===== src/rtl/multi_cycle_shifter_pkg.sv =====
// Shared types and constants for the multi-cycle logical shifter.
package multi_cycle_shifter_pkg;

  localparam int DEF_WIDTH = 4;
  localparam int DEF_AMT_W = 3;

  localparam logic DIR_LEFT  = 1'b0;
  localparam logic DIR_RIGHT = 1'b1;

  typedef enum logic [1:0] {
    ST_IDLE  = 2'd0,
    ST_SHIFT = 2'd1,
    ST_DONE  = 2'd2
  } state_e;

endpackage


===== src/rtl/multi_cycle_shifter_if.sv =====
// Request and result valid/ready channels of the multi-cycle shifter.
interface multi_cycle_shifter_if #(
  parameter int WIDTH = 4,
  parameter int AMT_W = 3
);
  logic             in_valid;
  logic             in_ready;
  logic [WIDTH-1:0] in_data;
  logic [AMT_W-1:0] in_amt;
  logic             in_dir;
  logic             out_valid;
  logic             out_ready;
  logic [WIDTH-1:0] out_data;

  modport master (
    output in_valid, in_data, in_amt, in_dir, out_ready,
    input  in_ready, out_valid, out_data
  );

  modport slave (
    input  in_valid, in_data, in_amt, in_dir, out_ready,
    output in_ready, out_valid, out_data
  );
endinterface


===== src/rtl/multi_cycle_shifter_shift_step.sv =====
// One-bit zero-filling logical shift in the requested direction.
module multi_cycle_shifter_shift_step
  import multi_cycle_shifter_pkg::*;
#(
  parameter int WIDTH = DEF_WIDTH
) (
  input  logic [WIDTH-1:0] data_i,
  input  logic             dir_i,
  output logic [WIDTH-1:0] data_o
);

  // Single step left or right, vacated bit filled with zero
  always_comb begin
    data_o = data_i;
    if (dir_i == DIR_LEFT) begin
      data_o = {data_i[WIDTH-2:0], 1'b0};
    end else begin
      data_o = {1'b0, data_i[WIDTH-1:1]};
    end
  end

endmodule


===== src/rtl/multi_cycle_shifter.sv =====
// Iterative logical shifter: one bit per clock, one request in flight,
// valid/ready on both the request and result sides.
module multi_cycle_shifter
  import multi_cycle_shifter_pkg::*;
#(
  parameter int WIDTH = DEF_WIDTH,
  parameter int AMT_W = DEF_AMT_W
) (
  input  logic                clk,
  input  logic                rst,
  multi_cycle_shifter_if.slave bus,
  output logic                busy
);

  localparam int CNT_W = $clog2(WIDTH + 1);

  state_e           state_q, state_d;
  logic [WIDTH-1:0] data_q, data_d;
  logic [CNT_W-1:0] count_q, count_d;
  logic             dir_q, dir_d;
  logic [CNT_W-1:0] amt_capped_s;
  logic [WIDTH-1:0] step_s;

  multi_cycle_shifter_shift_step #(.WIDTH(WIDTH)) u_step (
    .data_i (data_q),
    .dir_i  (dir_q),
    .data_o (step_s)
  );

  // Saturate the requested amount so we never iterate past WIDTH steps
  always_comb begin
    amt_capped_s = CNT_W'(WIDTH);
    if (int'(bus.in_amt) < WIDTH) begin
      amt_capped_s = CNT_W'(bus.in_amt);
    end else begin
      amt_capped_s = CNT_W'(WIDTH);
    end
  end

  // State, data, count and direction registers
  always_ff @(posedge clk) begin
    if (rst) begin
      state_q <= ST_IDLE;
      data_q  <= '0;
      count_q <= '0;
      dir_q   <= 1'b0;
    end else begin
      state_q <= state_d;
      data_q  <= data_d;
      count_q <= count_d;
      dir_q   <= dir_d;
    end
  end

  // Next-state logic; in_ready is implied by being in IDLE
  always_comb begin
    state_d = state_q;
    data_d  = data_q;
    count_d = count_q;
    dir_d   = dir_q;
    case (state_q)
      ST_IDLE: begin
        if (bus.in_valid) begin
          data_d  = bus.in_data;
          dir_d   = bus.in_dir;
          count_d = amt_capped_s;
          state_d = (amt_capped_s != '0) ? ST_SHIFT : ST_DONE;
        end else begin
          state_d = ST_IDLE;
        end
      end
      ST_SHIFT: begin
        data_d  = step_s;
        count_d = count_q - CNT_W'(1);
        if (count_q == CNT_W'(1)) begin
          state_d = ST_DONE;
        end else begin
          state_d = ST_SHIFT;
        end
      end
      ST_DONE: begin
        if (bus.out_ready) begin
          state_d = ST_IDLE;
        end else begin
          state_d = ST_DONE;
        end
      end
      default: begin
        state_d = ST_IDLE;
      end
    endcase
  end

  assign bus.in_ready  = (state_q == ST_IDLE) && !rst;
  assign bus.out_valid = (state_q == ST_DONE);
  assign bus.out_data  = data_q;
  assign busy          = (state_q != ST_IDLE);

endmodule


===== src/flat_wrapper.sv =====
// flat-port wrapper written by rule: the top's interface ports become plain ports
module multi_cycle_shifter_flat import multi_cycle_shifter_pkg::*;
#(
  parameter int WIDTH = DEF_WIDTH,
  parameter int AMT_W = DEF_AMT_W
)
  (clk, rst, busy, bus_in_valid, bus_in_data, bus_in_amt, bus_in_dir, bus_out_ready, bus_in_ready, bus_out_valid, bus_out_data);
  multi_cycle_shifter_if #(.WIDTH(WIDTH), .AMT_W(AMT_W)) bus_i ();
  input  logic clk;
  input  logic rst;
  output logic busy;
  input wire logic [$bits(bus_i.in_valid)-1:0] bus_in_valid;
  input wire logic [$bits(bus_i.in_data)-1:0] bus_in_data;
  input wire logic [$bits(bus_i.in_amt)-1:0] bus_in_amt;
  input wire logic [$bits(bus_i.in_dir)-1:0] bus_in_dir;
  input wire logic [$bits(bus_i.out_ready)-1:0] bus_out_ready;
  output wire logic [$bits(bus_i.in_ready)-1:0] bus_in_ready;
  output wire logic [$bits(bus_i.out_valid)-1:0] bus_out_valid;
  output wire logic [$bits(bus_i.out_data)-1:0] bus_out_data;
  assign bus_i.in_valid = bus_in_valid;
  assign bus_i.in_data = bus_in_data;
  assign bus_i.in_amt = bus_in_amt;
  assign bus_i.in_dir = bus_in_dir;
  assign bus_i.out_ready = bus_out_ready;
  assign bus_in_ready = bus_i.in_ready;
  assign bus_out_valid = bus_i.out_valid;
  assign bus_out_data = bus_i.out_data;
  multi_cycle_shifter #(.WIDTH(WIDTH), .AMT_W(AMT_W)) u_core (.clk(clk), .rst(rst), .bus(bus_i), .busy(busy));
endmodule

===== config.mk =====
export PLATFORM = sky130hd
export DESIGN_NAME = multi_cycle_shifter_flat
export DESIGN_NICKNAME = d
export VERILOG_FILES = /design/src/rtl/multi_cycle_shifter_pkg.sv /design/src/rtl/multi_cycle_shifter_if.sv /design/src/rtl/multi_cycle_shifter_shift_step.sv /design/src/rtl/multi_cycle_shifter.sv /design/src/flat_wrapper.sv
export SDC_FILE = /design/constraint.sdc
export NUM_CORES = 1
export LEC_CHECK = 0
export ABC_AREA = 0
export CAP_MARGIN = 30
export CORE_MARGIN = 2
export CORE_UTILIZATION = 40
export DETAILED_ROUTE_END_ITERATION = 10
export PLACE_DENSITY = 0.73
export SLEW_MARGIN = 20
export SYNTH_ARGS = -nofsm -noshare
export SYNTH_HDL_FRONTEND = slang
export SYNTH_SLANG_ARGS = --single-unit

===== constraint.sdc =====
create_clock -name clk -period 1.5 [get_ports clk]
set_clock_uncertainty 0.15 [all_clocks]
set_input_delay 0.15 -clock clk [delete_from_list [all_inputs] [get_ports clk]]
set_output_delay 0.15 -clock clk [all_outputs]
set_load 0.005 [all_outputs]

==> impl_metrics.py <==
metrics = {
    "status": {
        "status": "finished, final reports clean",
    },
    "worst_setup_path": {
        "r2r_end": "u_core.count_q[2]",
        "critical_path.top_delay_family": "buffers and inverters",
        "critical_path.max_stage_delay_ns": 0.52,
        "crit_buf_inv": 1,
        "critPathKind": "register to primary output",
        "r2r_setup_slack_ns": 0.13,
        "r2r_cells": 5,
        "start_kind": "register",
        "r2r-start": "u_core.count_q[0]",
        "worstPathArrival_ns": 1.16,
        "crit_chain": "clkdlybuf4s50_1",
        "cp-end-kind": "primary output",
        "path_max_fanout": 4,
        "worstPathRequired_ns": 1.20,
        "cp_slowest_cell": "clkdlybuf4s50_1",
        "path_depth": 1,
    },
    "synth": {
        "synth_edf_count": 0,
        "ys_seq_area_frac": 0.321,
        "synth_warnings": 0,
        "yosys-top-cells-area": "dfxtp_1, o221a_1, nor2b_1",
        "netlist_instances": 69,
        "synthesis.nets": 83,
        "synth_top_area_share": 0.321,
        "syn_avg_cell_area_sq_um": 9.03,
        "syn_area_sq_um": 623,
        "post-synth-top-area-cell": "dfxtp_1",
        "post_synth_num_cell_types": 34,
        "async_flop_share": 0,
        "ys_ff_latch": 10,
        "synth_top_flop_cell": "dfxtp_1",
    },
    "power_and_ir_drop": {
        "power_uw": 760,
        "peakVddDrop_mv": 0.464,
        "p_leak_nw": 0.336,
        "cellPowerDensity_nw_per_um2": 873,
    },
    "cells_and_area": {
        "antenna_cells": 0,
        "area_delta_synth_final_pct": 39.8,
        "nets": 107,
        "fin_cells": 107,
        "drive_gt1_frac": 0.209,
        "fillers": 130,
    },
    "timing": {
        "final-setup-viol-count": 0,
        "rsz0062_at_grt": "no",
        "max_freq_mhz": 687,
        "hold_viol_final": 0,
        "fin_tns_setup_ns": 0,
        "drv_slew": 0,
        "timing.slew.headroom": 0.821,
        "period_needed_ns": 1.46,
        "worstMarginPinSlew_ns": 0.266,
        "period_share": 0.971,
    },
    "clock_network": {
        "ctsHtreeMaxLevel": 1,
        "cts_buffers": 3,
        "clk_latency_ns": 0.27,
        "postCtsSetupBuffers": 0,
        "clk_pin_slew_ns": 0.06,
        "cts_tree": "done",
        "clockBufferDepth": 2,
        "cts.sinks": 10,
        "cts_root_buf": "clkbuf_4",
    },
    "min_path": {
        "holdPathEnd": "u_core.bus.out_data[2]",
        "min_path_type": "register to register",
        "hp-start": "u_core.bus.out_data[2]",
        "hold_depth": 1,
    },
    "grt": {
        "first_global_vias": 508,
        "grt_max_degree": 16,
        "antenna_found_initial": 0,
        "grt_util_all_layers": 0.167,
        "globalRouteOverflowTotal": 0,
        "grt_pass1_wl_mm": 2.24,
    },
    "die": {
        "fp.dieW_um": 43.5,
        "io_pins": 19,
        "rows": 14,
        "initial_utilization": 0.418,
        "dieArea_sq_um": 1890,
        "fp.coreArea_sq_um": 1490,
        "die_y_um": 43.5,
    },
    "place": {
        "io_buffers": 18,
        "dp.cells": 104,
        "dp_hpwl_mm": 1.04,
        "globalplace.congestion": 0.841,
    },
    "detailed_routing": {
        "remaining_drc_errors": 0,
        "first_pass_iters": 4,
        "drtIter0Drc": 5,
        "routed_wl_mm": 1.35,
        "wl_per_cell_um": 12.6,
        "ant_nets": 0,
        "via_count": 579,
        "vias_per_cell": 5.41,
    },
    "job": {
        "maxCapViolCount": 0,
    },
}
[metal layers]
layer / global-route usage / wire, um
met1: 0.224 / 645
met2: 0.221 / 602
met3: 0.0625 / 64
met4: 0.109 / 33
met5: 0 / 0
[logic make-up (layout without fill, tap and decap cells)]
kind of cell               count (synthesis)  after routing  share of synthesized area
adders and majority gates                  2              2                     0.0402
muxes                                      3              3                     0.0482
and+or+nand+nor                           28             28                      0.271
DFF                                       10             10                      0.321
buffers and inverters                      8             30                     0.0622
AOI/OAI and AO/OA                         18             18                      0.257
[per-stage QoR]
stage / util / hold slack, ns / instance area [sq um] / worst slack [ns]
5_1_grt: 0.585 / 0.387 / 871 / 0.00875
3_5_place_dp: 0.568 / 0.369 / 846 / -0.0733
2_1_floorplan: - / 0.147 / 623 / 0.220
6_report: 0.585 / 0.358 / 871 / 0.0436
4_1_cts: 0.583 / 0.355 / 868 / 0.0175
3_3_place_gp: 0.568 / 0.360 / 846 / -0.0437
[timing repair]
| action | in CTS | in global routing |
|---|---|---|
| hold endpoints to repair | 0 | 0 |
| resized for setup | 5 | 2 |
| gates cloned | 0 | 0 |
| hold buffers | 0 | 0 |
| endpoints found under the setup margin | 3 | 2 |
[flip-flops by register name, indices dropped and copies added (netlist names)]
register / cells
u_core.count_q: 3
u_core.dir_q: 1
u_core.state_q: 2
u_core.bus.out_data: 4
[cells in the final DEF, fill, tap and decap left out, types with 2 or more instances in the layout]
cell             count
clkdlybuf4s50_1     15
dfxtp_1              8
inv_1                4
nor2_1               4
nor2b_1              4
nand2_1              4
o221a_1              3
mux2i_1              3
clkbuf_4             3
buf_4                3
nor2b_2              2
o21ai_1              2
nor3_1               2
nand2b_1             2
a2bb2oi_1            2
a21oi_1              2
nand3b_1             2
or2_0                2
a32o_1               2
ha_1                 2
dlygate4sd2_1        2
dfxtp_2              2
[how the worst max path moves through the flow]
stage                                    to                    from  slack, ns
after global routing        bus_out_data[1]  u_core.bus.out_data[1]      0.009
final                       bus_out_data[1]  u_core.bus.out_data[1]       0.04
after global placement         u_core.dir_q            bus_in_valid      -0.04
after CTS                   bus_out_data[2]  u_core.bus.out_data[2]       0.02
after detailed placement       u_core.dir_q            bus_in_valid      -0.07
after floorplan           u_core.count_q[2]       u_core.count_q[0]       0.22
[cells in the mapped netlist, types with 2 or more instances]
| master | n |
|---|---|
| nand3b_1 | 2 |
| a21oi_1 | 2 |
| nand2_1 | 4 |
| nor2_1 | 4 |
| a2bb2oi_1 | 2 |
| o21ai_1 | 2 |
| o221a_1 | 3 |
| nor3_1 | 2 |
| nor2b_1 | 5 |
| a32o_1 | 2 |
| ha_1 | 2 |
| mux2i_1 | 3 |
| dfxtp_1 | 10 |
| or2_0 | 2 |
| nand2b_1 | 2 |
| inv_1 | 4 |
[power breakdown]
| group | switching (mW) | total, mW | leakage [nW] | internal [mW] |
|---|---|---|---|---|
| combinational | 0.103 | 0.252 | 0.239 | 0.149 |
| sequential | 0.0285 | 0.327 | 0.0833 | 0.298 |
| clock | 0.0892 | 0.182 | 0.0138 | 0.0927 |
[area by class of cell]
type / count / area, sq um / area share
well taps: 16 / 20.0 / 0.0230
multi-input cells: 51 / 387 / 0.444
clock buffers: 3 / 22.5 / 0.0259
inverters: 5 / 18.8 / 0.0216
flip-flops and latches: 10 / 203 / 0.233
repair buffers: 22 / 220 / 0.253
Note: power is estimated with default switching activity, not from simulation.
